### config.mk
export PLATFORM = sky130hd
export DESIGN_NAME = id_free_list
export DESIGN_NICKNAME = d
export VERILOG_FILES = /design/src/rtl/id_free_list_pkg.sv /design/src/rtl/id_free_list_ram.sv /design/src/rtl/id_free_list.sv
export SDC_FILE = /design/constraint.sdc
export NUM_CORES = 1
export LEC_CHECK = 0
export BUFFER_PORTS_ARGS = -buffer_cell sky130_fd_sc_hd__buf_2
export CAP_MARGIN = 5
export CORE_ASPECT_RATIO = 1.4
export CORE_MARGIN = 1
export CORE_UTILIZATION = 40
export DETAILED_ROUTE_END_ITERATION = 10
export SETUP_SLACK_MARGIN = 0.05
export SLEW_MARGIN = 25
export SYNTH_ARGS = -nofsm -noshare
export SYNTH_HDL_FRONTEND = slang
export SYNTH_SLANG_ARGS = --single-unit
### constraint.sdc
create_clock -name clk -period 4.2 [get_ports clk]
set_input_delay 0.21 -clock clk [delete_from_list [all_inputs] [get_ports clk]]
set_output_delay 0.21 -clock clk [all_outputs]
set_load 0.01 [all_outputs]
### src/rtl/id_free_list_pkg.sv
// Shared types for the ID free list: FSM state encoding and default sizing.
package id_free_list_pkg;

  localparam int unsigned DEFAULT_DEPTH        = 64;
  localparam int unsigned DEFAULT_RETURN_PORTS = 2;

  typedef logic [$clog2(DEFAULT_DEPTH)-1:0] id_t;

  typedef enum logic {
    ST_INIT = 1'b0,
    ST_RUN  = 1'b1
  } state_t;

endpackage

### src/rtl/id_free_list_ram.sv
// Free-ID storage: one asynchronous read port, NUM_WR synchronous write ports
// whose addresses are disjoint by construction.
module id_free_list_ram #(
  parameter int unsigned DEPTH  = 64,
  parameter int unsigned NUM_WR = 3,
  localparam int unsigned IDW   = $clog2(DEPTH)
) (
  input  logic                       clk,
  input  logic [NUM_WR-1:0]          we,
  input  logic [NUM_WR-1:0][IDW-1:0] waddr,
  input  logic [NUM_WR-1:0][IDW-1:0] wdata,
  input  logic [IDW-1:0]             raddr,
  output logic [IDW-1:0]             rdata
);

  logic [IDW-1:0] mem [DEPTH];

  always_ff @(posedge clk) begin
    for (int p = 0; p < int'(NUM_WR); p++) begin
      if (we[p]) mem[waddr[p]] <= wdata[p];
    end
  end

  assign rdata = mem[raddr];

endmodule

### src/rtl/id_free_list.sv
// Circular free list of IDs: self-fills after reset, issues one ID per cycle,
// and accepts up to NUM_RETURN_PORTS returned IDs per cycle.
module id_free_list
  import id_free_list_pkg::*;
#(
  parameter int unsigned DEPTH            = DEFAULT_DEPTH,
  parameter int unsigned NUM_RETURN_PORTS = DEFAULT_RETURN_PORTS,
  localparam int unsigned IDW             = $clog2(DEPTH),
  localparam int unsigned CW              = $clog2(DEPTH + 1)
) (
  input  logic                                 clk,
  input  logic                                 rst_n,
  input  logic                                 alloc_pop,
  output logic                                 alloc_valid,
  output logic [IDW-1:0]                       alloc_id,
  output logic                                 alloc_toggle,
  input  logic [NUM_RETURN_PORTS-1:0]          return_valid,
  input  logic [NUM_RETURN_PORTS-1:0][IDW-1:0] return_id,
  output logic                                 init_done,
  output logic [CW-1:0]                        free_count
);

  localparam int unsigned NW        = NUM_RETURN_PORTS + 1;
  localparam int unsigned RW        = $clog2(NUM_RETURN_PORTS + 1);
  localparam int unsigned INIT_PORT = NUM_RETURN_PORTS;

  state_t         state, state_n;
  logic [IDW-1:0] read_ptr, read_ptr_n;
  logic [IDW-1:0] write_ptr, write_ptr_n;
  logic [IDW-1:0] init_ctr, init_ctr_n;
  logic [CW-1:0]  count;
  logic [CW:0]    count_n;
  logic           init_done_n;
  logic           alloc_valid_n;
  logic [RW-1:0]  num_ret;

  logic [NW-1:0]          wr_en;
  logic [NW-1:0][IDW-1:0] wr_addr;
  logic [NW-1:0][IDW-1:0] wr_data;

  assign alloc_toggle = alloc_pop & alloc_valid;
  assign free_count   = count;

  // Next state: init fill, pops, and packed return writes
  always_comb begin
    state_n     = state;
    read_ptr_n  = read_ptr;
    write_ptr_n = write_ptr;
    init_ctr_n  = init_ctr;
    init_done_n = init_done;
    count_n     = {1'b0, count};
    num_ret     = '0;
    wr_en       = '0;
    wr_addr     = '0;
    wr_data     = '0;

    for (int j = 0; j < int'(NUM_RETURN_PORTS); j++) begin
      wr_addr[j] = write_ptr + IDW'(num_ret);
      wr_data[j] = return_id[j];
      if (state == ST_RUN && return_valid[j]) begin
        wr_en[j] = 1'b1;
        num_ret  = num_ret + RW'(1);
      end
    end
    wr_addr[INIT_PORT] = write_ptr;
    wr_data[INIT_PORT] = init_ctr;

    case (state)
      ST_INIT: begin
        wr_en[INIT_PORT] = 1'b1;
        write_ptr_n      = write_ptr + IDW'(1);
        init_ctr_n       = init_ctr + IDW'(1);
        count_n          = {1'b0, count} + (CW+1)'(1);
        if (init_ctr == IDW'(DEPTH - 1)) begin
          state_n     = ST_RUN;
          init_done_n = 1'b1;
        end
      end
      ST_RUN: begin
        if (alloc_toggle) read_ptr_n = read_ptr + IDW'(1);
        write_ptr_n = write_ptr + IDW'(num_ret);
        count_n     = {1'b0, count} + (CW+1)'(num_ret) - (CW+1)'(alloc_toggle);
      end
      default: state_n = ST_INIT;
    endcase

    alloc_valid_n = (state_n == ST_RUN) && (count_n != '0);
  end

  always_ff @(posedge clk or negedge rst_n) begin
    if (!rst_n) begin
      state       <= ST_INIT;
      read_ptr    <= '0;
      write_ptr   <= '0;
      init_ctr    <= '0;
      count       <= '0;
      init_done   <= 1'b0;
      alloc_valid <= 1'b0;
    end else begin
      state       <= state_n;
      read_ptr    <= read_ptr_n;
      write_ptr   <= write_ptr_n;
      init_ctr    <= init_ctr_n;
      count       <= CW'(count_n);
      init_done   <= init_done_n;
      alloc_valid <= alloc_valid_n;
    end
  end

  id_free_list_ram #(
    .DEPTH  (DEPTH),
    .NUM_WR (NW)
  ) u_ram (
    .clk   (clk),
    .we    (wr_en),
    .waddr (wr_addr),
    .wdata (wr_data),
    .raddr (read_ptr),
    .rdata (alloc_id)
  );

  // Returns during the fill would collide with the init writer
  assert property (@(posedge clk) disable iff (!rst_n)
    (state == ST_INIT) |-> (return_valid == '0))
    else $error("return_valid asserted during init");

  // Each ID exists once, so the list can never overfill
  assert property (@(posedge clk) disable iff (!rst_n)
    count_n <= (CW+1)'(DEPTH))
    else $error("free list count overflow");

endmodule

==> impl_metrics.py <==
metrics = {
    "grt": {
        "grt_pass1_wl_um": 89900,
        "grt_pass1_vias": 13300,
        "grtUsageTotal_pct": 21.6,
        "overflow": 0,
        "antenna_found_initial": 0,
        "grt_start_max_net_pins": 65,
    },
    "timing": {
        "max_freq_ghz": 0.277,
        "period_share_pct": 85.9,
        "drv_slew": 0,
        "finalHoldViolCount": 0,
        "final.min_clock_period_ns": 3.61,
        "setup_viol": 0,
        "rsz0062_at_grt": "no",
        "worstMarginPinSlew_ns": 1.00,
        "clock_skew_ns": 0.0193,
        "slew_headroom_pct": 32.6,
        "setup_tns_ns": 0,
    },
    "die": {
        "rows": 102,
        "dieArea_um2": 56800,
        "initial_core_util_pct": 40.4,
        "die_width_um": 202,
        "core-area_um2": 55300,
        "die_h_um": 282,
        "io_pins": 33,
    },
    "synthesis": {
        "netlist_instances": 1425,
        "yosysWarnings": 0,
        "syn_area_per_cell_um2": 15.7,
        "post_synth_num_cell_types": 59,
        "ys.flop_type": "edfxtp_1",
        "yosysTopAreaCell": "edfxtp_1",
        "synth_area_leaders": "edfxtp_1 (52%), mux2_2 (19%), mux4_2 (12%)",
        "syn_nets": 1465,
        "ys_seq_area_share_pct": 54.8,
        "synth_edf_count": 384,
        "synthArstFlopShare_pct": 6.80,
        "synth_top_area_share_pct": 51.6,
        "netlist_area_um2": 22300,
        "ys_ff_latch": 412,
    },
    "critical_path": {
        "cp_data_required_time_ns": 3.99,
        "critPathCaptureType": "output port",
        "cp.arrival_ns": 3.40,
        "r2r_start": "state",
        "start_kind": "flop",
        "crit_path_max_fanout": 17,
        "crit_type": "flop to output port",
        "startpoint": "read_ptr[0]",
    },
    "clocking": {
        "cts.htree.levels": 2,
        "cts_made_buffers": 43,
        "postCtsSetupBuffers": 0,
        "root_buffer": "clkbuf_16",
        "cts_buffer_depth": 3,
        "clk_pin_slew_ns": 0.06,
        "cts_tree": "yes",
        "clkSinkCount": 412,
        "insertion_delay_ns": 0.56,
    },
    "detailed_routing": {
        "firstDrtPassIters": 5,
        "drtIter0Drc": 1000,
        "drc": 0,
        "wire_per_inst_um": 28.2,
        "drt_wl_total_um": 60700,
        "antenna_left": 0,
        "via_per_inst": 6.02,
        "vias": 13000,
    },
    "power": {
        "p_leak_nw": 7.47,
        "peakVddDrop_uv": 330,
        "powerDensity_nw_per_um2": 347,
    },
    "finish": {
        "nFillCells": 4852,
        "final-instance-count-excl-fill": 2153,
        "drive_gt1_share_pct": 47.9,
        "diodes": 0,
        "syn_to_final_growth_pct": 9.78,
        "nets": 1433,
    },
    "worst_hold_path": {
        "worstHoldPathType": "input pin to asynchronous set/reset pin",
    },
    "run_status": {
        "status": "completed",
    },
    "place": {
        "dp_hpwl_um": 38800,
        "port-buffer-count": 32,
        "place_congestion": 0.821,
        "dp.cells": 2075,
    },
    "flow_run": {
        "cap_violations": 0,
    },
}
[sequential cells by signal, indices dropped and copies added, names as in the netlist]
name / flops
u_ram.mem: 384
free_count: 7
init_ctr: 6
read_ptr: 6
write_ptr: 6
alloc_valid: 1
init_done: 1
state: 1
[power breakdown]
part	internal (W)	total [W]	switching, W
clock network	0.00237	0.00400	0.00162
registers	0.00442	0.00442	0
logic	0.0000115	0.0000941	0.0000827
total	0.00680	0.00851	0.00171
[placed cells by master, fill, tap and decap left out, drive strengths merged, types with 24 or more instances in the layout]
master  synthesis  layout
mux4          120     120
o22ai          49      49
dfrtp          28      28
edfxtp        384     384
buf            43      59
nor2           63      63
nand2          43      43
inv            23      24
clkbuf         94      51
mux2          392     392
[cell usage after synthesis (8+ instances only)]
cell type,count
nand3_1,21
nor2b_1,9
edfxtp_1,384
a22oi_1,13
inv_1,23
nor2_2,11
buf_2,24
mux4_2,120
buf_1,12
nor2_1,35
xnor2_1,14
nand2_2,8
clkbuf_1,94
ha_1,21
a21oi_1,8
dfrtp_1,28
xor2_1,9
mux2_2,386
o21ai_0,20
o22ai_1,48
nand2_1,35
nor2_4,15
[per-stage QoR]
step | hold WS [ns] | power, W | utilization (%) | area [um^2] | worst slack, ns
6_report | 0.244 | 0.00851 | 44.4 | 24500 | 0.594
5_1_grt | 0.308 | 0.00872 | 44.4 | 24500 | 0.456
2_1_floorplan | -0.0856 | 0.00455 | - | 22300 | 0.723
3_3_place_gp | 0.309 | 0.00460 | 41.7 | 23100 | 0.654
3_5_place_dp | 0.313 | 0.00460 | 41.7 | 23100 | 0.687
4_1_cts | 0.254 | 0.00857 | 44.4 | 24500 | 0.545
[area by class of cell]
cell class,count,area [um^2],area share [%]
sequential,412,12200,49.9
multi-input combinational,852,9410,38.4
clock buffer,51,1110,4.51
tap,728,911,3.72
timing repair buffer,60,418,1.70
clock inverter,26,333,1.36
inverter,24,90.1,0.368
[logic make-up (layout without fill, tap and decap cells)]
family,Yosys count,after routing,share of synthesized area (%)
xor+xnor,24,24,0.975
simple gates,179,179,4.60
flops,412,412,54.8
mux,512,512,31.9
buf+inv,161,161,3.06
compound gates,114,114,3.36
fa+ha+maj,23,23,1.36
[layer usage]
| layer | GRT usage (%) | share of wire, % | up-vias |
|---|---|---|---|
| met5 | 0 | 0 | - |
| met4 | 10.3 | 4.8 | 0 |
| met3 | 3.54 | 5.8 | 131 |
| met2 | 37.3 | 51 | 484 |
| met1 | 26.2 | 39 | 6762 |
| li1 | - | - | 5574 |
[critical path: stages, from the launching register on]
cell and delay (ns):
dfrtp_4 0.66, buf_4 0.41, mux4_2 0.62, mux4_2 0.50, a22oi_1 0.31, nand2_1 0.15
buf_2 0.17
[path summary, 6_finish.rpt]
path | to | depth (start not counted) | slack, ns
max in group asynchronous | read_ptr[0] | 2 | 3.43
max reg2reg | u_ram.mem[40][5] | 9 | 0.67
max | alloc_id[4] | 6 | 0.59
min | free_count[6] | 2 | 0.24
min in group clk | read_ptr[2] | 4 | 0.28
min reg2reg | init_done | 1 | 0.48
[timing repair]
| action | 4_1_cts | 5_1_grt |
|---|---|---|
| gates resized for setup | 0 | 0 |
| endpoints found under the hold margin | 28 | 0 |
| hold buffers | 1 | 0 |
Power figures use the tool's default switching activity.
